### config.mk
export PLATFORM = sky130hd
export DESIGN_NAME = alu_result_fifo_flat
export DESIGN_NICKNAME = d
export VERILOG_FILES = /design/src/rtl/alu_pkg.sv /design/src/rtl/alu_result_fifo_if.sv /design/src/rtl/alu_result_fifo_flags.sv /design/src/rtl/alu_result_fifo.sv /design/src/flat_wrapper.sv
export SDC_FILE = /design/constraint.sdc
export NUM_CORES = 1
export LEC_CHECK = 0
export ABC_AREA = 1
export CAP_MARGIN = 30
export CORE_MARGIN = 5
export CORE_UTILIZATION = 55
export CTS_BUF_LIST = sky130_fd_sc_hd__clkbuf_4 sky130_fd_sc_hd__clkbuf_8
export CTS_CLUSTER_DIAMETER = 100
export DETAILED_ROUTE_END_ITERATION = 12
export HOLD_SLACK_MARGIN = 0.15
export PLACE_DENSITY = 0.88
export SLEW_MARGIN = 10
export SYNTH_ARGS = -nofsm -noshare
export SYNTH_HDL_FRONTEND = slang
export SYNTH_SLANG_ARGS = --single-unit
### constraint.sdc
create_clock -name clk -period 2.3 [get_ports clk]
set_input_delay 0.23 -clock clk [delete_from_list [all_inputs] [get_ports clk]]
set_output_delay 0.23 -clock clk [all_outputs]
set_load 0.02 [all_outputs]
### src/rtl/alu_pkg.sv
// Shared ALU types: opcode encodings and the per-result FIFO entry.
// ALU_RES_FIFO_PARITY_EN adds a stored even-parity bit to each entry.
package alu_pkg;
   typedef logic [2:0] alu_op_t;

   localparam alu_op_t OP_ADD = 3'b000;
   localparam alu_op_t OP_SUB = 3'b001;
   localparam alu_op_t OP_AND = 3'b010;
   localparam alu_op_t OP_OR  = 3'b011;
   localparam alu_op_t OP_XOR = 3'b100;
   localparam alu_op_t OP_NOT = 3'b101;

   typedef struct packed {
      logic [7:0] result;
      alu_op_t    op;
      logic       zero;
      logic       neg;
      logic       err;
`ifdef ALU_RES_FIFO_PARITY_EN
      logic       parity;
`endif
   } alu_res_t;

   // 3'b110 and 3'b111 are the only encodings outside ADD..NOT
   function automatic logic op_is_err(alu_op_t op);
      return op[2] & op[1];
   endfunction
endpackage

### src/rtl/alu_result_fifo_if.sv
// ALU-to-writeback result channel: push side and show-ahead pop side.
// ALU_RES_FIFO_PARITY_EN adds out_parity.
interface alu_result_fifo_if;
   import alu_pkg::*;

   logic       in_valid;
   logic       in_ready;
   logic [7:0] in_result;
   alu_op_t    in_op;
   logic       out_valid;
   logic       out_ready;
   logic [7:0] out_result;
   alu_op_t    out_op;
   logic       out_zero;
   logic       out_neg;
   logic       out_err;
`ifdef ALU_RES_FIFO_PARITY_EN
   logic       out_parity;
`endif

   // master: the environment (ALU issue + writeback consumer)
   modport master (
      output in_valid, in_result, in_op, out_ready,
      input  in_ready, out_valid, out_result, out_op, out_zero, out_neg, out_err
`ifdef ALU_RES_FIFO_PARITY_EN
      , input out_parity
`endif
   );

   // slave: the FIFO itself
   modport slave (
      input  in_valid, in_result, in_op, out_ready,
      output in_ready, out_valid, out_result, out_op, out_zero, out_neg, out_err
`ifdef ALU_RES_FIFO_PARITY_EN
      , output out_parity
`endif
   );
endinterface

### src/rtl/alu_result_fifo_flags.sv
// Combinational entry builder: status flags (and parity under
// ALU_RES_FIFO_PARITY_EN) derived from an ALU result and its opcode.
module alu_res_flags
   import alu_pkg::*;
(
   input  logic [7:0] result,
   input  alu_op_t    op,
   output alu_res_t   ent
);
   always_comb begin
      ent        = '0;
      ent.result = result;
      ent.op     = op;
      ent.zero   = (result == 8'h00);
      ent.neg    = result[7];
      ent.err    = op_is_err(op);
`ifdef ALU_RES_FIFO_PARITY_EN
      ent.parity = ^{op, result};
`endif
   end
endmodule

### src/rtl/alu_result_fifo.sv
// Show-ahead result FIFO between the ALU and writeback; flags are captured
// at push. ALU_RES_FIFO_PARITY_EN adds a stored parity bit per entry.
module alu_result_fifo
   import alu_pkg::*;
#(
   parameter int DEPTH = 4,
   parameter int CNT_W = $clog2(DEPTH + 1)
) (
   input  logic             clk,
   input  logic             rst,
   alu_result_fifo_if.slave bus,
   output logic [CNT_W-1:0] count,
   output logic             full,
   output logic             empty
);
   localparam int PTR_W = $clog2(DEPTH);

   logic [PTR_W-1:0] wr_ptr, rd_ptr;
   alu_res_t         mem [DEPTH];
   alu_res_t         wr_ent, head;
   logic             push, pop;

   alu_res_flags u_flags (
      .result (bus.in_result),
      .op     (bus.in_op),
      .ent    (wr_ent)
   );

   assign full  = (count == CNT_W'(DEPTH));
   assign empty = (count == '0);
   // full blocks the push even if a pop frees a slot this cycle
   assign push  = bus.in_valid & ~full;
   assign pop   = bus.out_ready & ~empty;

   always_ff @(posedge clk or posedge rst) begin
      if (rst) begin
         wr_ptr <= '0;
         rd_ptr <= '0;
         count  <= '0;
      end else begin
         if (push) wr_ptr <= wr_ptr + 1'b1;
         if (pop)  rd_ptr <= rd_ptr + 1'b1;
         case ({push, pop})
            2'b10:   count <= count + 1'b1;
            2'b01:   count <= count - 1'b1;
            default: count <= count;
         endcase
      end
   end

   // storage is left unreset; empty masks stale contents
   always_ff @(posedge clk) begin
      if (push) mem[wr_ptr] <= wr_ent;
   end

   assign head = empty ? '0 : mem[rd_ptr];

   assign bus.in_ready   = ~full;
   assign bus.out_valid  = ~empty;
   assign bus.out_result = head.result;
   assign bus.out_op     = head.op;
   assign bus.out_zero   = head.zero;
   assign bus.out_neg    = head.neg;
   assign bus.out_err    = head.err;
`ifdef ALU_RES_FIFO_PARITY_EN
   assign bus.out_parity = head.parity;
`endif
endmodule

### src/flat_wrapper.sv
// flat-port wrapper written by rule: the top's interface ports become plain ports
module alu_result_fifo_flat import alu_pkg::*;
#(
   parameter int DEPTH = 4,
   parameter int CNT_W = $clog2(DEPTH + 1)
)
  (clk, rst, count, full, empty, bus_in_valid, bus_in_result, bus_in_op, bus_out_ready, bus_in_ready, bus_out_valid, bus_out_result, bus_out_op, bus_out_zero, bus_out_neg, bus_out_err);
  alu_result_fifo_if bus_i ();
  input  logic clk;
  input  logic rst;
  output logic [CNT_W-1:0] count;
  output logic full;
  output logic empty;
  input wire logic [$bits(bus_i.in_valid)-1:0] bus_in_valid;
  input wire logic [$bits(bus_i.in_result)-1:0] bus_in_result;
  input wire logic [$bits(bus_i.in_op)-1:0] bus_in_op;
  input wire logic [$bits(bus_i.out_ready)-1:0] bus_out_ready;
  output wire logic [$bits(bus_i.in_ready)-1:0] bus_in_ready;
  output wire logic [$bits(bus_i.out_valid)-1:0] bus_out_valid;
  output wire logic [$bits(bus_i.out_result)-1:0] bus_out_result;
  output wire logic [$bits(bus_i.out_op)-1:0] bus_out_op;
  output wire logic [$bits(bus_i.out_zero)-1:0] bus_out_zero;
  output wire logic [$bits(bus_i.out_neg)-1:0] bus_out_neg;
  output wire logic [$bits(bus_i.out_err)-1:0] bus_out_err;
  assign bus_i.in_valid = bus_in_valid;
  assign bus_i.in_result = bus_in_result;
  assign bus_i.in_op = bus_in_op;
  assign bus_i.out_ready = bus_out_ready;
  assign bus_in_ready = bus_i.in_ready;
  assign bus_out_valid = bus_i.out_valid;
  assign bus_out_result = bus_i.out_result;
  assign bus_out_op = bus_i.out_op;
  assign bus_out_zero = bus_i.out_zero;
  assign bus_out_neg = bus_i.out_neg;
  assign bus_out_err = bus_i.out_err;
  alu_result_fifo #(.DEPTH(DEPTH), .CNT_W(CNT_W)) u_core (.clk(clk), .rst(rst), .bus(bus_i), .count(count), .full(full), .empty(empty));
endmodule
==> flow_metrics.py <==
metrics = {
    "layout": {
        "layout_common_cells": "nand2_1, inv_1, edfxtp_1",
        "final_common_cell": "nand2_1",
        "stdcell_count": 390,
        "drive_gt1_share_pct": 11.76,
        "nFillCells": 343,
        "syn2layout_area_growth_pct": 24.20,
        "nNetsFinal": 339,
        "antenna_cells": 0,
    },
    "global_routing": {
        "grt-ovfl-total": 0,
        "grtUsageTotal_pct": 18.15,
        "grt_pass1_wl_mm": 8.583,
        "grt_max_degree": 28,
        "antenna_found_initial": 0,
        "grt_pass1_vias": 1821,
    },
    "floorplanning": {
        "die_x_um": 80.92,
        "start_util_pct": 57.43,
        "core_sq_um": 4817,
        "ios": 36,
        "die-area_sq_um": 6548,
        "rows": 25,
        "die_h_um": 80.92,
    },
    "cts": {
        "clk_pin_slew_ps": 60,
        "clk_latency_ps": 330,
        "htreeDepth": 3,
        "numCtsBuffers": 9,
        "clockRootBuffer": "clkbuf_8",
        "numClockSinks": 59,
        "cts_buffer_depth": 2,
        "post_cts_buffers": 0,
        "cts_tree": "built",
    },
    "placement": {
        "port_buffers": 35,
        "dp_cells": 373,
        "place_congestion": 0.7275,
        "dpl.hpwl_mm": 3.375,
    },
    "synthesis": {
        "synth_compound_area_share_pct": 3.935,
        "ys_seq_area_share_pct": 62.78,
        "yosysWarningCount": 0,
        "muxShareOfSynthArea_pct": 0,
        "synth_top_family_by_area": "simple AND/OR/NAND/NOR gates",
        "synth-seq-cells": 59,
        "avgSynthCellArea_sq_um": 10.10,
        "syn_area_sq_um": 2766,
        "synth_fa_ha_area_share_pct": 2.985,
        "synth_nets": 295,
        "synth_cell_types": 20,
        "synthXorXnorAreaFrac_pct": 0.6332,
        "synth-simple-area-share_pct": 17.05,
        "netlist_instances": 274,
    },
    "timing": {
        "final-max-slew-violation-count": 0,
        "slew_headroom_pct": 80.71,
        "finalCritPeriodShare_pct": 93.98,
        "fmax_mhz": 462.6,
        "grt_setup_unrepaired": "false",
        "skew_ps": 6.613,
        "hold_violations": 0,
        "fin_crit_ps": 2161,
        "finalSetupViolations": 0,
        "tightest_slew_ps": 289.0,
        "setup_tns_ps": 0,
    },
    "drt": {
        "drt_iter0_markers": 118,
        "num_vias": 1889,
        "wl_mm": 5.225,
        "route.detailed.drc": 0,
        "ant_nets": 0,
        "vias_per_cell": 4.844,
        "wl_per_cell_um": 13.40,
        "dr.pass1.iters": 4,
    },
    "run": {
        "cap_viol_max_count": 0,
    },
    "worst_setup_path": {
        "r2r_start": "u_core.count[0]",
        "worstSetupStartpoint": "u_core.count[0]",
        "cp_max_fo": 14,
        "worstSetupEndpointType": "output port",
        "criticalPathCategory": "flop to output port",
        "crit_required_ps": 2070,
        "critPathLaunchType": "flop",
        "arrival_ps": 1930,
    },
    "pwr": {
        "powerDensity_nw_per_um2": 1365,
        "leakage_nw": 1.689,
        "vdd_drop_max_v": 0.0008467,
        "power_w": 0.004692,
    },
    "hold_path": {
        "hold_path.startpoint": "u_core.count[0]",
        "hp-class": "flop to flop",
    },
    "outcome": {
        "status": "finished, final reports clean",
    },
}
[state kept, by name, summed over array words and instances, names as in the netlist]
name           cells
u_core.wr_ptr      2
u_core.rd_ptr      2
u_core.mem        52
u_core.count       3
[Yosys cell counts]
cell type	count	area, sq um
o21ai_0	1	5.000
inv_2	4	15.01
buf_6	4	45.04
buf_4	3	22.52
nand2_2	1	6.260
o21ai_1	1	5.000
edfxtp_1	52	1562
nor2_1	9	33.78
nand3_1	30	150.1
ha_1	5	62.56
a21oi_2	9	78.83
xnor2_1	2	17.52
fa_1	1	20.02
a21oi_1	4	20.02
buf_2	3	15.01
nand4_1	1	6.260
nand3_2	2	20.02
nand2_1	68	255.2
dfrtp_1	7	175.2
inv_1	67	251.5
[final timing paths]
check / to / slack (ps) / depth (start not counted)
max in group asynchronous: u_core.count[1] / 1380 / 3
worst min register to register: u_core.count[0] / 500 / 1
min in group asynchronous: u_core.rd_ptr[0] / 700 / 3
worst max register to register: u_core.count[2] / 430 / 10
worst min-delay path: u_core.count[0] / 500 / 1
worst max-delay path: empty / 140 / 4
[logic make-up (layout without fill, tap and decap cells)]
family,after synthesis,count (layout)
flip-flops,59,59
adder cells (fa/ha/maj),6,6
AND/OR/NAND/NOR,111,111
buffers and inverters,81,130
XOR/XNOR,2,2
AO/OA/AOI/OAI,15,15
[report_power, final]
part	leakage (nW)	switching (W)	total [W]	internal, W
Clock	0.112	0.000383	0.00101	0.000630
Sequential	0.565	0.0000937	0.00152	0.00143
Combinational	1.01	0.00131	0.00216	0.000845
Total	1.69	0.00179	0.00469	0.00290
[critical path, stage by stage, from the launching register on]
cell,delay (ps)
dfrtp_1,400
inv_1,150
nand3_2,130
clkinv_2,260
clkdlybuf4s50_1,670
[per-stage QoR]
step	util (%)	area (sq um)	hold slack, ps	setup slack (ps)
6_report	71.32	3436	503.7	138.5
5_1_grt	71.32	3436	535.6	21.06
4_1_cts	70.57	3400	506.7	13.97
3_5_place_dp	65.82	3171	488.6	289.3
3_3_place_gp	65.82	3171	484.8	348.0
2_1_floorplan	-	2766	33.40	367.2
[per-layer routing]
layer | share of wire, % | up-vias | global-route usage, % | wire [um]
li1 | - | 944 | - | -
met1 | 40 | 868 | 22.07 | 2105
met2 | 51 | 72 | 30.05 | 2646
met3 | 7.8 | 5 | 5.100 | 405
met4 | 1.3 | 0 | 8.277 | 67
met5 | 0 | - | 0 | 0
[cell type report]
class / instances / area, sq um / share of cell area (%)
clock inverter: 5 / 77.57 / 2.258
timing repair buffer: 43 / 447.9 / 13.04
clock buffer: 11 / 138.9 / 4.042
sequential: 59 / 1737 / 50.55
multi-input combinational: 134 / 680.7 / 19.81
inverter: 71 / 270.3 / 7.866
tap: 67 / 83.83 / 2.440
[repair_timing]
| action | in CTS | in global routing |
|---|---|---|
| cloned | 0 | 0 |
| pin swaps | 0 | 0 |
| gates resized for setup | 1 | 15 |
| hold endpoints to repair | 7 | 0 |
| endpoints found under the setup margin | 14 | 15 |
| hold buffers | 1 | 0 |
Power figures use the tool's default switching activity.
